## src/rtl/toy_cpu_pipe_if.sv

```systemverilog
// Op-issue and result handshake bundle for toy_cpu_pipe.
// master = op sequencer / result consumer side, slave = the core.
interface toy_cpu_pipe_if #(
    parameter int DATA_W   = 8,
    parameter int NUM_REGS = 8
);
    localparam int AW = $clog2(NUM_REGS);

    logic              op_valid;
    logic              op_ready;
    logic [2:0]        opcode;
    logic [AW-1:0]     src_a;
    logic [AW-1:0]     src_b;
    logic [AW-1:0]     dest;
    logic [DATA_W-1:0] imm;
    logic [DATA_W-1:0] out;
    logic              out_valid;
    logic              out_ready;

    modport master (
        output op_valid, opcode, src_a, src_b, dest, imm, out_ready,
        input  op_ready, out, out_valid
    );

    modport slave (
        input  op_valid, opcode, src_a, src_b, dest, imm, out_ready,
        output op_ready, out, out_valid
    );
endinterface

```

## src/rtl/toy_cpu_pipe.sv

```systemverilog
// Two-stage (decode / result) pipelined toy CPU with register bypass and output backpressure.
// Optional zero/carry flag outputs are built when TOY_CPU_PIPE_FLAGS_EN is defined.
module toy_cpu_pipe #(
    parameter int DATA_W   = 8,
    parameter int NUM_REGS = 8
) (
    input  logic             clk,
    input  logic             rst,
    toy_cpu_pipe_if.slave    bus
`ifdef TOY_CPU_PIPE_FLAGS_EN
    ,
    output logic             zero,
    output logic             carry
`endif
);
    localparam int AW = $clog2(NUM_REGS);

    localparam logic [2:0] OP_NOP  = 3'b000;
    localparam logic [2:0] OP_ADD  = 3'b001;
    localparam logic [2:0] OP_ADDI = 3'b010;
    localparam logic [2:0] OP_SUB  = 3'b011;
    localparam logic [2:0] OP_SUBI = 3'b100;
    localparam logic [2:0] OP_XOR  = 3'b101;
    localparam logic [2:0] OP_XORI = 3'b110;
    localparam logic [2:0] OP_LI   = 3'b111;

    logic [DATA_W-1:0] regs_q [NUM_REGS];
    logic [DATA_W-1:0] regs_d [NUM_REGS];

    logic              d_valid_q, d_valid_d;
    logic [2:0]        d_op_q,    d_op_d;
    logic [AW-1:0]     d_dest_q,  d_dest_d;
    logic [DATA_W-1:0] d_a_q,     d_a_d;
    logic [DATA_W-1:0] d_b_q,     d_b_d;

    logic              r_valid_q, r_valid_d;
    logic [DATA_W-1:0] r_out_q,   r_out_d;

    logic [DATA_W-1:0] alu_res;
    logic [DATA_W-1:0] opnd_a;
    logic [DATA_W-1:0] opnd_b;
    logic              r_load;
    logic              d_move;
    logic              d_writes;
    logic              reg_we;
    logic              b_from_reg;
    logic              op_ready;
    logic              accept;

    // Execute: the D stage result feeds both R and the bypass path.
    always_comb begin
        alu_res = '0;
        case (d_op_q)
            OP_NOP:          alu_res = '0;
            OP_ADD, OP_ADDI: alu_res = d_a_q + d_b_q;
            OP_SUB, OP_SUBI: alu_res = d_a_q - d_b_q;
            OP_XOR, OP_XORI: alu_res = d_a_q ^ d_b_q;
            OP_LI:           alu_res = d_b_q;
            default:         alu_res = '0;
        endcase
    end

    assign r_load   = !r_valid_q || bus.out_ready;
    assign d_move   = d_valid_q && r_load;
    assign d_writes = d_valid_q && (d_op_q != OP_NOP);
    assign reg_we   = d_move && (d_op_q != OP_NOP);
    assign op_ready = !rst && (!d_valid_q || d_move);
    assign accept   = bus.op_valid && op_ready;

    // LI is odd-coded but takes its value from imm, carried through the B slot.
    assign b_from_reg = bus.opcode[0] && (bus.opcode != OP_LI);

    always_comb begin
        opnd_a = regs_q[bus.src_a];
        if (d_writes && (d_dest_q == bus.src_a)) begin
            opnd_a = alu_res;
        end
        opnd_b = bus.imm;
        if (b_from_reg) begin
            opnd_b = regs_q[bus.src_b];
            if (d_writes && (d_dest_q == bus.src_b)) begin
                opnd_b = alu_res;
            end
        end
    end

    always_comb begin
        d_valid_d = d_valid_q;
        d_op_d    = d_op_q;
        d_dest_d  = d_dest_q;
        d_a_d     = d_a_q;
        d_b_d     = d_b_q;
        r_valid_d = r_valid_q;
        r_out_d   = r_out_q;
        if (accept) begin
            d_valid_d = 1'b1;
            d_op_d    = bus.opcode;
            d_dest_d  = bus.dest;
            d_a_d     = opnd_a;
            d_b_d     = opnd_b;
        end else if (d_move) begin
            d_valid_d = 1'b0;
        end
        if (r_load) begin
            r_valid_d = d_valid_q;
            if (d_valid_q) begin
                r_out_d = alu_res;
            end
        end
    end

    // Writeback happens in the same cycle the op leaves D for R.
    for (genvar gi = 0; gi < NUM_REGS; gi++) begin : g_regfile
        assign regs_d[gi] = (reg_we && (d_dest_q == AW'(gi))) ? alu_res : regs_q[gi];
    end

    always_ff @(posedge clk) begin
        if (rst) begin
            for (int i = 0; i < NUM_REGS; i++) begin
                regs_q[i] <= '0;
            end
            d_valid_q <= 1'b0;
            d_op_q    <= '0;
            d_dest_q  <= '0;
            d_a_q     <= '0;
            d_b_q     <= '0;
            r_valid_q <= 1'b0;
            r_out_q   <= '0;
        end else begin
            regs_q    <= regs_d;
            d_valid_q <= d_valid_d;
            d_op_q    <= d_op_d;
            d_dest_q  <= d_dest_d;
            d_a_q     <= d_a_d;
            d_b_q     <= d_b_d;
            r_valid_q <= r_valid_d;
            r_out_q   <= r_out_d;
        end
    end

    assign bus.op_ready  = op_ready;
    assign bus.out       = r_out_q;
    assign bus.out_valid = r_valid_q;

`ifdef TOY_CPU_PIPE_FLAGS_EN
    logic alu_carry;
    logic zero_q,  zero_d;
    logic carry_q, carry_d;

    // Add carry-out shows up as a wrapped sum; subtract borrow is A<B unsigned.
    always_comb begin
        alu_carry = 1'b0;
        case (d_op_q)
            OP_ADD, OP_ADDI: alu_carry = (alu_res < d_a_q);
            OP_SUB, OP_SUBI: alu_carry = (d_a_q < d_b_q);
            default:         alu_carry = 1'b0;
        endcase
    end

    always_comb begin
        zero_d  = zero_q;
        carry_d = carry_q;
        if (d_move) begin
            zero_d  = (alu_res == '0);
            carry_d = alu_carry;
        end
    end

    always_ff @(posedge clk) begin
        if (rst) begin
            zero_q  <= 1'b0;
            carry_q <= 1'b0;
        end else begin
            zero_q  <= zero_d;
            carry_q <= carry_d;
        end
    end

    assign zero  = zero_q;
    assign carry = carry_q;
`endif
endmodule
```

## src/flat_wrapper.sv

```systemverilog
// flat-port wrapper written by rule: the top's interface ports become plain ports
module toy_cpu_pipe_flat 
#(
    parameter int DATA_W   = 8,
    parameter int NUM_REGS = 8
)
  (clk, rst, bus_op_valid, bus_opcode, bus_src_a, bus_src_b, bus_dest, bus_imm, bus_out_ready, bus_op_ready, bus_out, bus_out_valid);
  toy_cpu_pipe_if #(.DATA_W(DATA_W), .NUM_REGS(NUM_REGS)) bus_i ();
  input  logic clk;
  input  logic rst;
  input wire logic [$bits(bus_i.op_valid)-1:0] bus_op_valid;
  input wire logic [$bits(bus_i.opcode)-1:0] bus_opcode;
  input wire logic [$bits(bus_i.src_a)-1:0] bus_src_a;
  input wire logic [$bits(bus_i.src_b)-1:0] bus_src_b;
  input wire logic [$bits(bus_i.dest)-1:0] bus_dest;
  input wire logic [$bits(bus_i.imm)-1:0] bus_imm;
  input wire logic [$bits(bus_i.out_ready)-1:0] bus_out_ready;
  output wire logic [$bits(bus_i.op_ready)-1:0] bus_op_ready;
  output wire logic [$bits(bus_i.out)-1:0] bus_out;
  output wire logic [$bits(bus_i.out_valid)-1:0] bus_out_valid;
  assign bus_i.op_valid = bus_op_valid;
  assign bus_i.opcode = bus_opcode;
  assign bus_i.src_a = bus_src_a;
  assign bus_i.src_b = bus_src_b;
  assign bus_i.dest = bus_dest;
  assign bus_i.imm = bus_imm;
  assign bus_i.out_ready = bus_out_ready;
  assign bus_op_ready = bus_i.op_ready;
  assign bus_out = bus_i.out;
  assign bus_out_valid = bus_i.out_valid;
  toy_cpu_pipe #(.DATA_W(DATA_W), .NUM_REGS(NUM_REGS)) u_core (.clk(clk), .rst(rst), .bus(bus_i));
endmodule
```

## config.mk

```make
export PLATFORM = sky130hd
export DESIGN_NAME = toy_cpu_pipe_flat
export DESIGN_NICKNAME = d
export VERILOG_FILES = /design/src/rtl/toy_cpu_pipe_if.sv /design/src/rtl/toy_cpu_pipe.sv /design/src/flat_wrapper.sv
export SDC_FILE = /design/constraint.sdc
export NUM_CORES = 1
export LEC_CHECK = 0
export BUFFER_PORTS_ARGS = -buffer_cell sky130_fd_sc_hd__buf_2
export CELL_PAD_IN_SITES_DETAIL_PLACEMENT = 1
export CELL_PAD_IN_SITES_GLOBAL_PLACEMENT = 1
export CORE_ASPECT_RATIO = 0.9
export CORE_MARGIN = 1.5
export CORE_UTILIZATION = 35
export DETAILED_ROUTE_END_ITERATION = 12
export GPL_ROUTABILITY_DRIVEN = 0
export PLACE_DENSITY = 0.59
export SYNTH_ARGS = -nofsm -noshare
export SYNTH_HDL_FRONTEND = slang
export SYNTH_SLANG_ARGS = --single-unit
export TNS_END_PERCENT = 50
```

## constraint.sdc

```tcl
create_clock -name clk -period 4.1 [get_ports clk]
set_input_delay 0.205 -clock clk [delete_from_list [all_inputs] [get_ports clk]]
set_output_delay 0.205 -clock clk [all_outputs]
set_load 0.02 [all_outputs]
```

Word level (Yosys, flattened, before mapping):

Cells that the tools add are included.

* register bits after elaboration: 96
* input bits: 24
* output and inout port bits: 10
* word-level logic and storage cells: 80

* mux-type cells: 12
* $lt $le $gt $ge: 2
* eq/ne operators: 17
* reduce and logical (&&, ||, !) cells: 29
* add/subtract/negate cells: 2
* bitwise logic cells: 3

Operators with widths (count)
* $mux W8: 7
* $bmux W8 S3: 2
* $pmux W8 S5: 1
* $eq A3 B3 Y1 const B: 8
* $logic_and A1 B1 Y1: 16
* $eq A3 B2 Y1 const B: 4
* $add A8 B8 Y8: 1
* $ge A4 B4 Y1 const B: 2
* $not A3 Y4: 2
* $sub A8 B8 Y8: 1
* $xor A8 B8 Y8: 1
* $eq A3 B1 Y1 const B: 2
* $eq A3 B3 Y1: 2
* $logic_not A3 Y1: 2
* $reduce_or A2 Y1: 3
* $logic_not A1 Y1: 3
* $ne A3 B3 Y1 const B: 1
* $reduce_bool A3 Y1: 1
* $logic_or A1 B1 Y1: 2
* $mux W1: 2
* $reduce_and A2 Y1: 1
* $reduce_bool A2 Y1: 1

Logic depth before layout (Yosys ltp):

* depth after elaboration: 7
* mapped depth: 14
* gate-level depth less buffers: 11

Least setup slack after synthesis:

Ideal clock, no wire load.

* path type: flip-flop to flip-flop
* start: register u_core.d_op_q[2]
* end: register u_core.regs_q[38] (netlist bit)
* clock period less this slack: 3.111 ns
* setup time: 0.089 ns
* arrival: 3.023 ns
* required time: 4.011 ns
* buffers on the path: 2
* stages on the path, launching flop included: 13
* path slack: 0.989 ns
* cell sequence: dfxtp_1 -> buf_2 -> nor3b_1 -> or2_2 -> clkbuf_1 -> mux2_2 -> fa_1 -> nor2b_1 -> o21bai_1 -> a21o_1 -> a2111oi_2 -> o21ai_2 -> o31ai_1

* word-level cells in the longest chain between the ends: 3
* elaborated cells between the ends (all ways): 15
* classes of those cells: 7 x eq/ne; 1 x mux; 7 x reduce/logical

Ends and longest elaborated chain
* start, declared: line toy_cpu_pipe.sv:31 `logic [2:0] d_op_q, d_op_d;`
* start signal, assigned: line toy_cpu_pipe.sv:132 `d_op_q <= d_op_d;`
* $eq A3 B3 Y1, or another cell as far along: line toy_cpu_pipe.sv:53 `case (d_op_q)`
* $reduce_or A2 Y1 or $logic_and A1 B1 Y1 (tied branches): line toy_cpu_pipe.sv:53, toy_cpu_pipe.sv:66
* $pmux W8 S5 or $logic_and A1 B1 Y1 (tied branches): line toy_cpu_pipe.sv:53, toy_cpu_pipe.sv:114
* end signal, assigned: line toy_cpu_pipe.sv:130 `regs_q <= regs_d;`
* end, declared: line toy_cpu_pipe.sv:27 `logic [DATA_W-1:0] regs_q [NUM_REGS];`

Several ways; a longest one is shown, not always the timed one.
A chain may end at the register's enable or synchronous reset.

Worst setup path after layout:

* start: register u_core.d_op_q[0]
* end: register u_core.regs_q[14] (netlist bit)

The elaborated chain is that of the path after synthesis.

==> implementation parameters <==
Parameter                              Value

Run status
  Status ... finished clean

Floorplanning
  Die extent in y ... 122 um
  Initial standard-cell utilization of the core ... 0.358
  Width of the die ... 135 um
  Number of top-level pins ... 34
  Die outline area ... 16500 sq um
  Std-Cell Rows ... 43
  Total core area ... 15400 sq um

Place
  Post-detailed-placement half-perimeter wirelength ... 13300 um
  Port Buf Inserts ... 33

Clock tree
  Post-CTS clock slew at the launch and capture registers of the worst setup and hold paths ... 0.07 ns
  H-tree levels ... 3
  # Post-CTS Setup Buffers ... 0
  CTS sink cnt ... 96
  Post-cts gate resize count ... 0
  Insertion delay of the later-clocked pin in the worst-skew pair ... 0.36 ns
  Hold buffers post-CTS ... 0
  Clock tree buffer depth ... 2
  Clock buffer count from CTS ... 9
  CTS tree ... done
  CTS Root Cell ... sky130_fd_sc_hd__clkbuf_16

Yosys
  Combined area of all synthesized cells ... 5510 sq um
  Number of distinct library cells after synthesis ... 60
  Number of synthesis warnings ... 0
  Cells after Synth ... 631
  Ys async rst share ... 0
  Register bit count reported by yosys ... 96
  Main area contributors after synthesis ... sky130_fd_sc_hd__dfxtp_1 35%, sky130_fd_sc_hd__mux4_2 13%, sky130_fd_sc_hd__nand2_1 6.4%
  Synthesized netlist net count ... 664
  Proportion of netlist area held by the largest area contributor ... 0.349
  Top_reg_cell synth ... sky130_fd_sc_hd__dfxtp_1
  Mean area per synthesized cell ... 8.74 sq um
  Register area share after synthesis ... 0.349
  Synth area leader ... sky130_fd_sc_hd__dfxtp_1
  Number of enable flip-flop cells after synthesis ... 0

Drt
  TritonRoute pass-1 iters ... 5
  Routed via count ... 5005
  Vias/cell ... 5.94
  Detailed-route DRC error count ... 0
  Wirelength per Cell ... 22.4 um
  Detail Route Antenna Nets ... 0
  Total Routed Length ... 18800 um
  Iteration-0 DRC count of the detailed router ... 297

GRT
  Routing layer with the top usage in global route ... met2
  GR met1 Demand/Resource ... 0.320
  Met3 Track Usage GR ... 0.0454
  Maximum number of pins on one net before global-route repair ... 62
  GR Util All Layers ... 0.242
  Met2 track utilization from global routing ... 0.395
  Final global-route overflow total ... 0
  First-pass GRT wire length ... 29800 um
  Antenna violations before repair ... 0
  Via count of the first global-routing pass ... 5213

Run
  Max-Cap Viols ... 0

Power
  Sequential fraction of design power ... 0.414
  Design internal power ... 0.00165 W
  Fraction of power consumed by combinational cells ... 0.193
  Overall power consumption ... 0.00239 W
  Sw frac ... 0.308
  Power density over the cells ... 391 nW/um^2
  Clock share of power ... 0.392
  Switching power summed over all nets ... 0.000736 W
  Static Leakage ... 2.08 nW
  Peak ir drop on the vdd network ... 205 uV

Worst setup path
  Startpoint of the worst register-to-register path ... u_core.d_op_q[0]
  Worst Setup Path Type ... flop to flop
  Critical path buffers and inverters ... 0
  Stage delay of the slowest cell on the critical path ... 0.69 ns
  Worst Setup End Kind ... flop
  WP depth ... 10
  Crit path max fanout ... 16
  Reg-to-reg critical path endpoint ... u_core.regs_q[14]
  Capturing instance or port of the critical path ... u_core.regs_q[14]
  Critical Path Start Type ... flop
  R2R cell count ... 10
  Kind of cell adding the most delay to the critical path ... compound AO/OA/AOI/OAI gates
  Arrival time of data at the critical path endpoint ... 3.82 ns
  Data required time of the worst path ... 4.36 ns
  Worst-path cell chain ... nor3b_1, or2_2, mux2_2, fa_1, nor2b_1, o21bai_1, a21o_1, a2111oi_2, o21ai_2, o31ai_1
  Slack of the worst reg-to-reg path ... 0.54 ns
  Crit path launch ... u_core.d_op_q[0]
  Critical path's slowest cell ... sky130_fd_sc_hd__dfxtp_1

Layout
  Most common cell after layout, fill and taps aside ... sky130_fd_sc_hd__dfxtp_1
  Share of the core filled with cells in the final layout ... 0.398
  Layout area overhead ... 10.9%
  Total of fill cells in the finished design ... 1842
  Total inserted antenna cells ... 0
  Most frequent cells in the layout ... 96 x sky130_fd_sc_hd__dfxtp_1, 94 x sky130_fd_sc_hd__nand2_1, 57 x sky130_fd_sc_hd__a21oi_1
  Final #Nets ... 668
  Fraction of final layout cells with drive strength greater than 1 ... 0.169

Min path
  Path category of the worst min-delay check ... input port to flop
  Start point of the worst min-delay path ... bus_dest[0]

Timing
  Hold Violations, Final ... 0
  Post-layout minimum cycle time ... 3.56 ns
  RSZ-0062 raised after global routing ... false
  Count of pins over their slew limit ... 0
  Max Freq ... 0.281 GHz
  Worst slew pin tran ... 1.06 ns
  Worst hold slack across all endpoints ... 0.0445 ns
  Max transition margin ... 0.291
  Final period utilization ... 0.868
  # setup viols final ... 0
  Setup TNS Final ... 0 ns
  Clock skew ... 0.00934 ns
==> worst min-delay path, cell delays in order <==
cell                      delay [ns]
sky130_fd_sc_hd__buf_2          0.07
sky130_fd_sc_hd__nand2_1        0.04
sky130_fd_sc_hd__o21ai_0        0.05
==> routing by layer <==
layer  vias to the layer above  part of all wire  wire length [um]
met2                       126              0.48              9070
li1                       2331                 -                 -
met3                        27             0.040               747
met5                         -                 0                 0
met1                      2521              0.46              8620
met4                         0             0.020               382
==> final cells by class <==
type | count | area [sq um] | share of cell area
clock buffer | 10 | 229 | 0.0374
clock inverter | 6 | 92.6 | 0.0151
inverter | 10 | 37.5 | 0.00614
multi-input combinational | 476 | 3350 | 0.548
sequential | 96 | 1920 | 0.314
tap | 202 | 253 | 0.0413
timing repair buffer | 42 | 233 | 0.0380
==> per-stage QoR <==
stage	area (sq um)	worst slack [ns]	instances
after floorplan	5510	0.989	631
after global placement	5800	0.678	826
after detailed placement	5800	0.567	826
after CTS	6120	0.546	842
after global routing	6120	0.234	842
final	6120	0.543	842
==> cell families after synthesis <==
family          synth area share
xor+xnor                  0.0254
flops                      0.349
fa+ha+maj                 0.0309
mux                        0.165
buf+inv                   0.0445
compound gates             0.206
simple gates               0.180
==> cell usage after synthesis (4+ instances only) <==
cell type,instances
sky130_fd_sc_hd__o31ai_1,24
sky130_fd_sc_hd__xnor2_1,16
sky130_fd_sc_hd__nand2b_1,5
sky130_fd_sc_hd__buf_1,5
sky130_fd_sc_hd__clkbuf_1,25
sky130_fd_sc_hd__inv_1,8
sky130_fd_sc_hd__and3_1,4
sky130_fd_sc_hd__mux2_2,6
sky130_fd_sc_hd__ha_1,8
sky130_fd_sc_hd__o22ai_1,11
sky130_fd_sc_hd__mux4_2,32
sky130_fd_sc_hd__mux2i_1,12
sky130_fd_sc_hd__buf_2,18
sky130_fd_sc_hd__nor3_1,8
sky130_fd_sc_hd__nand2_1,94
sky130_fd_sc_hd__o21ai_0,17
sky130_fd_sc_hd__a31oi_1,6
sky130_fd_sc_hd__and2_1,4
sky130_fd_sc_hd__o21ai_1,10
sky130_fd_sc_hd__a21oi_1,58
sky130_fd_sc_hd__a211oi_1,19
sky130_fd_sc_hd__maj3_1,5
sky130_fd_sc_hd__nor2_1,52
sky130_fd_sc_hd__o211ai_1,5
sky130_fd_sc_hd__dfxtp_1,96
sky130_fd_sc_hd__nand3_1,26
sky130_fd_sc_hd__nor2b_1,5
sky130_fd_sc_hd__nor2_2,4
sky130_fd_sc_hd__o221ai_1,4
==> power by group through the flow <==
stage	combinational (W)	sequential, W	clock, W
after detailed placement	0.000459	0.00101	0
after CTS	0.000462	0.000990	0.000954
after floorplan	0.000333	0.000996	0
final	0.000462	0.000991	0.000937
after global routing	0.000505	0.000995	0.000990
after global placement	0.000449	0.00101	0
==> state kept, by name, indices dropped and copies added (netlist names) <==
signal / cells
u_core.bus.out_valid: 1
u_core.d_dest_q: 3
u_core.bus.out: 8
u_core.d_a_q: 8
u_core.d_b_q: 8
u_core.d_valid_q: 1
u_core.d_op_q: 3
u_core.regs_q: 64
==> worst min path at each step <==
stage / endpoint / slack [ns] / cells after the start
4_1_cts: u_core.d_dest_q[0] / 0.04 / 3
3_5_place_dp: u_core.d_dest_q[0] / 0.41 / 3
5_1_grt: u_core.d_dest_q[0] / 0.08 / 3
2_1_floorplan: u_core.d_op_q[0] / 0.31 / 2
6_report: u_core.d_dest_q[0] / 0.04 / 3
3_3_place_gp: u_core.d_dest_q[1] / 0.40 / 3
Power figures use the tool's default switching activity.
